`config.mk`:
```
export PLATFORM = sky130hd
export DESIGN_NAME = alu_mult_seq
export DESIGN_NICKNAME = d
export VERILOG_FILES = /design/src/rtl/alu_mult_seq.sv
export SDC_FILE = /design/constraint.sdc
export NUM_CORES = 1
export LEC_CHECK = 0
export BUFFER_PORTS_ARGS = -buffer_cell sky130_fd_sc_hd__clkbuf_2
export CAP_MARGIN = 20
export CORE_AREA = 2 2 59 117
export CTS_CLUSTER_DIAMETER = 50
export CTS_CLUSTER_SIZE = 30
export DETAILED_ROUTE_END_ITERATION = 8
export DIE_AREA = 0 0 61 119
export GPL_TIMING_DRIVEN = 0
export PLACE_DENSITY = 0.75
export RECOVER_POWER = 100
export REMOVE_ABC_BUFFERS = 1
export SYNTH_ARGS = -nofsm -noshare
export SYNTH_HDL_FRONTEND = slang
export SYNTH_SLANG_ARGS = --single-unit
```
`constraint.sdc`:
```
create_clock -name clk -period 1.6 [get_ports clk]
set_clock_uncertainty 0.2 [all_clocks]
set_input_delay 0.16 -clock clk [delete_from_list [all_inputs] [get_ports clk]]
set_output_delay 0.16 -clock clk [all_outputs]
set_load 0.02 [all_outputs]
```
`src/rtl/alu_mult_seq.sv`:
```
// ---------------------------------------------------------------------------
// alu_mult_seq
//   Iterative 16x16 shift-add multiplier sequencer. It drives an external
//   combinational 16-bit ALU (always configured for A+B) and registers the
//   ALU result back into its accumulator once per cycle. After the run it
//   presents the low 16 bits of a*b on `result`.
//
//   Optional feature: define MULT_EARLY_EXIT_EN to leave RUN as soon as the
//   remaining multiplier is zero. The result is the same as in the default
//   build; only the latency changes.
//
// Ports
//   clk      in   1  clock, rising edge
//   rst      in   1  asynchronous active-high reset
//   start    in   1  request, sampled only in IDLE or DONE
//   a, b     in   N  multiplicand / multiplier, captured on acceptance
//   busy     out  1  high while in RUN
//   done     out  1  high for exactly one cycle (DONE state)
//   result   out  N  low N bits of a*b, held until next acceptance
//   aluA     out  N  ALU operand A (accumulator)
//   aluB     out  N  ALU operand B (multiplicand or zero)
//   aluOp    out  4  ALU opcode, constant OP_ADD
//   aluCin, aluInvA, aluInvB, aluSign  out 1  ALU controls, constant 0
//   aluOut   in   N  ALU result
// ---------------------------------------------------------------------------
module alu_mult_seq #(
  parameter int          N      = 16,
  parameter logic [3:0]  OP_ADD = 4'b0100
) (
  input  logic         clk,
  input  logic         rst,
  input  logic         start,
  input  logic [N-1:0] a,
  input  logic [N-1:0] b,
  output logic         busy,
  output logic         done,
  output logic [N-1:0] result,
  output logic [N-1:0] aluA,
  output logic [N-1:0] aluB,
  output logic [3:0]   aluOp,
  output logic         aluCin,
  output logic         aluInvA,
  output logic         aluInvB,
  output logic         aluSign,
  input  logic [N-1:0] aluOut
);

  typedef enum logic [1:0] {
    ST_IDLE = 2'b00,
    ST_RUN  = 2'b01,
    ST_DONE = 2'b10
  } state_e;

  state_e       state_q, state_d;
  logic [N-1:0] acc_q, acc_d;
  logic [N-1:0] mcand_q, mcand_d;
  logic [N-1:0] mplier_q, mplier_d;
  logic [3:0]   cnt_q, cnt_d;
  logic         busy_q, busy_d;
  logic         done_q, done_d;

  // Next-state and datapath update for the IDLE/RUN/DONE sequencer.
  always_comb begin
    state_d  = state_q;
    acc_d    = acc_q;
    mcand_d  = mcand_q;
    mplier_d = mplier_q;
    cnt_d    = cnt_q;
    case (state_q)
      ST_IDLE: begin
        if (start) begin
          acc_d    = {N{1'b0}};
          mcand_d  = a;
          mplier_d = b;
          cnt_d    = 4'd0;
          state_d  = ST_RUN;
        end else begin
          state_d  = ST_IDLE;
        end
      end
      ST_RUN: begin
`ifdef MULT_EARLY_EXIT_EN
        // No set multiplier bits remain: the accumulator is already final.
        if (mplier_q == {N{1'b0}}) begin
          state_d = ST_DONE;
        end else begin
          acc_d    = aluOut;
          mcand_d  = {mcand_q[N-2:0], 1'b0};
          mplier_d = {1'b0, mplier_q[N-1:1]};
          cnt_d    = cnt_q + 4'd1;
          if (cnt_q == 4'd15) begin
            state_d = ST_DONE;
          end else begin
            state_d = ST_RUN;
          end
        end
`else
        acc_d    = aluOut;
        mcand_d  = {mcand_q[N-2:0], 1'b0};
        mplier_d = {1'b0, mplier_q[N-1:1]};
        cnt_d    = cnt_q + 4'd1;
        if (cnt_q == 4'd15) begin
          state_d = ST_DONE;
        end else begin
          state_d = ST_RUN;
        end
`endif
      end
      ST_DONE: begin
        if (start) begin
          acc_d    = {N{1'b0}};
          mcand_d  = a;
          mplier_d = b;
          cnt_d    = 4'd0;
          state_d  = ST_RUN;
        end else begin
          state_d  = ST_IDLE;
        end
      end
      default: begin
        // Unreachable encoding: recover to a clean idle.
        acc_d    = {N{1'b0}};
        mcand_d  = {N{1'b0}};
        mplier_d = {N{1'b0}};
        cnt_d    = 4'd0;
        state_d  = ST_IDLE;
      end
    endcase
    // Status flags are registered alongside the state so they are glitch-free.
    busy_d = (state_d == ST_RUN);
    done_d = (state_d == ST_DONE);
  end

  // State, datapath and status registers with asynchronous reset.
  always_ff @(posedge clk or posedge rst) begin
    if (rst) begin
      state_q  <= ST_IDLE;
      acc_q    <= {N{1'b0}};
      mcand_q  <= {N{1'b0}};
      mplier_q <= {N{1'b0}};
      cnt_q    <= 4'd0;
      busy_q   <= 1'b0;
      done_q   <= 1'b0;
    end else begin
      state_q  <= state_d;
      acc_q    <= acc_d;
      mcand_q  <= mcand_d;
      mplier_q <= mplier_d;
      cnt_q    <= cnt_d;
      busy_q   <= busy_d;
      done_q   <= done_d;
    end
  end

  assign busy    = busy_q;
  assign done    = done_q;
  assign result  = acc_q;

  // The ALU adds the multiplicand only when the current multiplier LSB is set.
  assign aluA    = acc_q;
  assign aluB    = mplier_q[0] ? mcand_q : {N{1'b0}};
  assign aluOp   = OP_ADD;
  assign aluCin  = 1'b0;
  assign aluInvA = 1'b0;
  assign aluInvB = 1'b0;
  assign aluSign = 1'b0;

endmodule

```
After elaboration in Yosys (flattened, before gate mapping)
Index checks and enable logic that the tools add are counted.

word-level totals
  bits in registers = 56
  output and inout bits = 58

operators by class
  add/subtract/negate cells = 1
  equality and inequality tests = 6
  mux-type cells = 12
  reduce and logical (&&, ||, !) cells = 2

operators by type and width
  operator                                             number
  one-hot mux 16 bit (2 select lines)                  3
  two-way mux 16 bit                                   4
  one-hot mux 4 bit (2 select lines)                   1
  adder 4 x 1 -> 4 bit, second input constant          1
  equality test 2 x 1 -> 1 bit, second input constant  2
  equality test 2 bit, second input constant           2
  equality test 4 bit, second input constant           1
  two-way mux 4 bit                                    1
  one-hot mux 2 bit (2 select lines)                   1
  zero test 2 bit                                      1
  two-way mux 2 bit                                    1
  != test 2 x 1 -> 1 bit, second input constant        1
  OR reduction 2 bit                                   1
  two-way mux 1 bit                                    1

Logic depth before layout (Yosys ltp)
Gate-level depths: netlist (run 1).

  depth after elaboration = 4
  depth in mapped cells = 6

Worst setup path after synthesis (run 1)
OpenSTA, ideal clock, no wires.

  path type = register -> register
  start point = reg state_q[0]
  end point = reg cnt_q[1]
  setup time = 121 ps
  data arrival time = 1010 ps
  required time = 1279 ps
  slack = 269 ps
  stages on the path, launching flop included = 6
  path buffers = 3
  period minus slack after synthesis = 1331 ps
  cell sequence = dfrtp_1 > buf_6 > nor2b_4 > buf_6 > buf_6 > a22o_1

between the ends
  word-level cells in the longest chain between the ends = 3
  elaborated cells on any way between the ends = 6
  classes of those cells = 3 x eq/ne; 1 x mux; 2 x reduce/logical

RTL lines
  item                                                                                 line  source
  start, declared                                                                      54    state_e state_q, state_d;
  start signal, assigned                                                               145   state_q <= state_d;
  equality test 2 bit / zero test 2 bit (equally long branches)                        69    case (state_q)
  OR reduction 2 bit (no line)                                                         n/a
  one-hot mux 4 bit (2 select lines) / != test 2 x 1 -> 1 bit (equally long branches)  n/a
  end signal, assigned                                                                 149   cnt_q <= cnt_d;
  end, declared                                                                        58    logic [3:0] cnt_q, cnt_d;

Several ways; a longest one is shown, not always the timed one.
A chain may end at the register's enable or synchronous reset.

Final worst setup path (run 1)
  start point = reg mplier_q[0]
  end point = out aluB[0]

between the ends
  word-level cells in the longest chain between the ends = 1

RTL lines
  item                    line  source
  start, declared         57    logic [N-1:0] mplier_q, mplier_d;
  start signal, assigned  140   mplier_q <= {N{1'b0}};
  start signal, assigned  148   mplier_q <= mplier_d;
  two-way mux 16 bit      161   assign aluB = mplier_q[0] ? mcand_q : {N{1'b0}};
  end, declared           39    output logic [N-1:0] aluB,

Every way passes these cells.

==> results.yml, run 1 <==
route:
  ant_nets: 0
  via_count: 2261
  routed_wl_microns: 6380
  wl_per_cell_microns: 13.7
  routed_via_density: 4.84
  dr.pass1.iters: 4
  first_iter_violations: 136
  route.detailed.drc: 0
clock_tree:
  cts_max_level: 2
  numCtsBuffers: 5
  numClockSinks: 56
  clockBufferDepth: 2
  worstSkewPairLatency_ps: 290
  clock_tree.root_cell: "clkbuf_16"
  cts_tree: "built"
  clk_pin_slew_ps: 60
timing:
  drv_slew: 0
  worst_slack_ps: 81.2
  rsz0062_at_grt: "no"
  min_period_ps: 1520
  relSlewSlack_pct: 65.7
  setup_violations: 0
  hold_viol: 0
  tightestPinTransition_ps: 514
  fmax_mhz: 658
  min_period_over_period_pct: 94.9
worst_setup_path:
  slowest_delay_ps: 510
  cp_max_fo: 17
  worstPathRequired_ps: 1240
  critPathKind: "flop to primary output"
  endpoint_kind: "primary output"
  cp-start-kind: "flop"
  cp_cell_sequence: "and2_0 > clkbuf_2"
  slowest_stage: "dfrtp_2"
  critPathArrivalTime_ps: 1160
  reg2reg_slack_ps: 110
logic_synthesis:
  synthArstFlopShare_pct: 100
  synth_enable_flop_cells: 0
  synth_top_cell_by_area: "dfrtp_1"
  yosysSeqAreaShare_pct: 51.3
  synth_top_area_share_pct: 51.3
  synth_area_leaders: "dfrtp_1 (51%), mux2i_1 (12%), buf_4 (6.6%)"
  synthCells: 247
  synthesis.area_sq_mm: 0.00273
  synth_cell_types: 23
  avgSynthCellArea_sq_um: 11.1
  ys_warn_count: 0
  ys.flop_type: "dfrtp_1"
  ys_seq_elements: 56
pwr:
  swShare_pct: 37.6
  combPwrFrac_pct: 37.1
  pwr-share-seq_pct: 40.2
  p_switching_w: 0.00226
  p_int_w: 0.00375
  power_frac_clock_pct: 22.7
  vdd_drop_max_uv: 1260
  static-leakage-power_nw: 1.87
  powerDensity_mw_per_mm2: 1590
  power_w: 0.00601
final_layout:
  register_area_sq_mm: 0.00141
  drive_gt1_share_pct: 23.2
  stdcell_count: 467
  syn2layout_area_growth_pct: 38.8
  finalNetCount: 430
  fin_area_sq_mm: 0.00379
  antenna_cells: 0
  multi_input_area_sq_mm: 0.00103
  nFillCells: 544
global_route:
  grt_max_degree: 44
  grt_first_pass_wirelength_microns: 10000
  grt_use_total_pct: 18.1
  gr-total-overflow: 0
  antenna_found_initial: 0
  grt_pass1_vias: 2310
die:
  dieHeight_microns: 119
  die-area_sq_mm: 0.00726
  floorplan.initialDensity_pct: 42.3
  pin_count: 109
  die_w_microns: 61
  rows: 42
  core_area_sq_mm: 0.00646
place:
  dp.cells: 401
  io_buffers: 100
  globalplace.congestion: 0.760
  post-place-ws_ps: -379
  dp_hpwl_microns: 3860
  place_area_sq_mm: 0.00309
outcome:
  outcome: "complete, no violations"
job:
  maxCapViolCount: 0
worst_hold_path:
  hp-class: "primary input to flop"
-- cells by family after synthesis --
logic type	count (synthesis)	share of synthesized area [%]
XOR/XNOR	1	0.321
other	2	0.275
flip-flops	56	51.3
AO/OA/AOI/OAI	53	13.3
adder cells (fa/ha/maj)	1	0.458
buffers and inverters	44	12.0
AND/OR/NAND/NOR	58	10.7
multiplexers	32	11.7
-- cells in the mapped netlist, drive strengths merged (2+ instances only) --
| cell | number |
|---|---|
| nand2 | 32 |
| dfrtp | 56 |
| clkbuf | 4 |
| o22ai | 25 |
| inv | 2 |
| buf | 38 |
| conb | 2 |
| mux2i | 32 |
| nor2 | 3 |
| and2 | 18 |
| nor2b | 2 |
| a22o | 18 |
| o21ai | 10 |
-- area by class of cell --
cell class                 count  share of cell area [%]
sequential                    56                    37.1
inverter                       2                   0.198
clock inverter                 2                    1.58
timing repair buffer         159                    27.7
tap                           88                    2.90
multi-input combinational    154                    27.1
clock buffer                   6                    3.40
-- flip-flops by register name, indices dropped and copies added, names as in the netlist --
register and cells:
mcand_q 16, mplier_q 16, cnt_q 4, aluA 16
done 1, busy 1, state_q 2
-- power groups by stage --
stage / combinational, W / clock (W) / sequential [W]
after floorplan: 0.000934 / 0 / 0.00278
after global placement: 0.00195 / 0 / 0.00246
after detailed placement: 0.00212 / 0 / 0.00242
after CTS: 0.00226 / 0.00141 / 0.00241
after global routing: 0.00244 / 0.00146 / 0.00249
final: 0.00223 / 0.00137 / 0.00241
-- worst max-delay path, delay by kind of cell, from the launching register on --
kind                   cells  cell delay, ps
flip-flops                 1             510
AND/OR/NAND/NOR            1             190
buffers and inverters      1             170
-- stage by stage --
step                setup TNS (ps)  hold WS, ps  util [%]
finish                           0         4.22      58.7
global placement            -89910          178      47.1
CTS                              0         5.56      58.8
floorplan                   -31450         92.7         -
detailed placement          -13830         21.0      47.8
global route                     0         33.3      58.7
-- placed cells by master (no fill, tap or decap) --
cell type,instances
clkbuf_2,67
dlygate4sd3_1,48
nand3_1,1
buf_1,1
dfrtp_1,53
o21ai_1,8
xor2_1,1
conb_1,8
mux2i_1,32
and2_0,11
inv_2,1
nor2b_1,2
o21ai_0,2
clkbuf_1,36
dfrtp_4,1
and2_1,7
clkbuf_16,5
nand2b_2,1
buf_6,1
and3_1,1
ha_1,1
nor2_1,3
bufinv_16,2
nand2_1,32
buf_12,3
a22o_1,18
inv_1,1
nor2b_4,1
buf_4,4
dfrtp_2,2
o22ai_1,25
-- worst paths after layout --
kind,start,to,cells after the start
max,mplier_q[0],aluB[0],2
max in group asynchronous,rst,state_q[1],4
min,b[5],mplier_q[5],3
min reg2reg,mcand_q[10],mcand_q[11],2
max reg2reg,state_q[0],aluA[3],3
min in group asynchronous,rst,mplier_q[9],3
-- routing by layer --
layer	track usage, %	share of wire (%)	vias up
met4	5.71	1.4	0
met3	3.69	5.9	6
met2	33.2	52	87
met1	19.6	40	1080
li1	-	-	1088
met5	0	0	-
-- what timing repair did --
action | 4_1_cts | 5_1_grt
endpoints found under the setup margin | 47 | 28
pin swaps | 1 | 0
hold buffers | 48 | 0
resized for setup | 4 | 0
gates cloned | 1 | 0
hold endpoints to repair | 70 | 0
buffers inserted | 3 | 5
Note: power is estimated with default switching activity, not from simulation.
==> inputs of run 2 (changes only) <==
Settings changed: CELL_PAD_IN_SITES_DETAIL_PLACEMENT from default to 0, CELL_PAD_IN_SITES_GLOBAL_PLACEMENT from default to 1, CORE_AREA 2 2 59 117 to 2 2 68 134, DIE_AREA 0 0 61 119 to 0 0 70 136, PLACE_DENSITY 0.75 to 0.84.
==> run 2 against run 1 <==
  * Routed wire length down 0.75%
  * Critical path depth unchanged
  * Combinational power about the same
  * Sequential share of layout area about the same
  * Final area up 0.13%
  * Largest cell class unchanged
==> results.yml, run 2 (synthesis gave the netlist of run 1 again) <==
global_route:
  grt_use_total_pct: 13.9
  gr-total-overflow: 0
  grt_pass1_vias: 2231
  grt_first_pass_wirelength_microns: 10500
  grt_max_degree: 46
  antenna_found_initial: 0
clock_tree:
  clk_pin_slew_ps: 70
  cts_tree: "built"
  cts_max_level: 2
  numClockSinks: 56
  numCtsBuffers: 5
  clock_tree.root_cell: "clkbuf_16"
  worstSkewPairLatency_ps: 290
  clockBufferDepth: 2
timing:
  tns_ps: 0
  min_period_over_period_pct: 95.6
  tightestPinTransition_ps: 568
  min_period_ps: 1530
  fmax_mhz: 654
  setup_violations: 0
  drv_slew: 0
  relSlewSlack_pct: 62.1
  rsz0062_at_grt: "no"
  hold_viol: 0
die:
  floorplan.initialDensity_pct: 32.0
  dieHeight_microns: 136
  pin_count: 109
  die_w_microns: 70
  core_area_sq_mm: 0.00853
  rows: 48
  die-area_sq_mm: 0.00952
final_layout:
  multi_input_area_sq_mm: 0.00102
  antenna_cells: 0
  drive_gt1_share_pct: 23.4
  syn2layout_area_growth_pct: 39.0
  finalNetCount: 431
  nFillCells: 838
  register_area_sq_mm: 0.00141
  final_cell_mix: "clkbuf_2 (67), dfrtp_1 (53), dlygate4sd3_1 (49), clkbuf_1 (35)"
  fin_area_sq_mm: 0.00380
  stdcell_count: 480
  final_common_cell: "clkbuf_2"
job:
  maxCapViolCount: 0
worst_setup_path:
  cp_max_fo: 17
  critPathArrivalTime_ps: 1170
  worstPathRequired_ps: 1240
  endpoint_kind: "primary output"
  cp-start-kind: "flop"
  critPathKind: "flop to primary output"
place:
  place_area_sq_mm: 0.00310
  io_buffers: 100
  globalplace.congestion: 0.704
  dp.cells: 413
  dp_hpwl_microns: 4120
route:
  via_count: 2257
  ant_nets: 0
  routed_via_density: 4.70
  route.detailed.drc: 0
  dr.pass1.iters: 4
  wl_per_cell_microns: 13.2
  routed_wl_microns: 6330
  first_iter_violations: 95
pwr:
  powerDensity_mw_per_mm2: 1540
  static-leakage-power_nw: 1.86
  power_w: 0.00586
  vdd_drop_max_uv: 598
worst_hold_path:
  hp-class: "primary input to flop"
outcome:
  outcome: "complete, no violations"
## run 2: area by class of cell
class	instances	share of cell area, %
Sequential cell	56	37.1
Timing Repair Buffer	160	28.0
Multi-Input combinational cell	154	27.0
Clock buffer	5	3.29
Tap cell	100	3.29
Clock inverter	3	1.12
Inverter	2	0.198
## run 2: worst paths after layout
| check | endpoint | slack [ps] | startpoint | depth (start not counted) |
|---|---|---|---|---|
| max in group asynchronous | mplier_q[0] | 250 | rst | 4 |
| setup reg to reg | aluA[0] | 80 | state_q[0] | 4 |
| min in group asynchronous | aluA[12] | 260 | rst | 3 |
| setup / recovery | aluB[11] | 70 | mplier_q[0] | 2 |
| hold / removal | mcand_q[10] | 220 | start | 3 |
| hold reg to reg | cnt_q[0] | 310 | cnt_q[0] | 1 |
## run 2: metal layers
layer	share of wire [%]	wire (microns)	vias up	track usage [%]
met5	0	0	-	0
li1	-	-	1091	-
met3	4.6	292	7	2.45
met2	54	3450	73	25.6
met4	1.7	109	0	5.77
met1	39	2480	1086	15.4
## run 2: worst max-delay path, cell delays in order, from the launching register on
cell	delay [ps]
dfrtp_2	510
and2_1	190
clkbuf_2	170
## run 2: timing repair
action,in CTS,in global routing
endpoints found under the setup margin,48,0
resized for setup,5,0
buffers inserted,8,0
endpoints found under the hold margin,74,0
hold buffers,49,0
## run 2: power by group
part / leakage [nW] / internal, W / total [W] / switching [W]
Clock: 0.0798 / 0.000736 / 0.00124 / 0.000507
Combinational: 1.08 / 0.000901 / 0.00226 / 0.00136
Sequential: 0.704 / 0.00195 / 0.00236 / 0.000411
Total: 1.86 / 0.00359 / 0.00586 / 0.00227
## run 2: per-stage QoR
stage                     util [%]  setup WS, ps  hold WS (ps)
after floorplan                  -          -655          92.7
after global placement        35.9         -1290           178
after detailed placement      36.4          -420          54.3
after CTS                     45.2          25.9           281
after global routing          44.5          9.44           248
final                         44.5          71.0           221
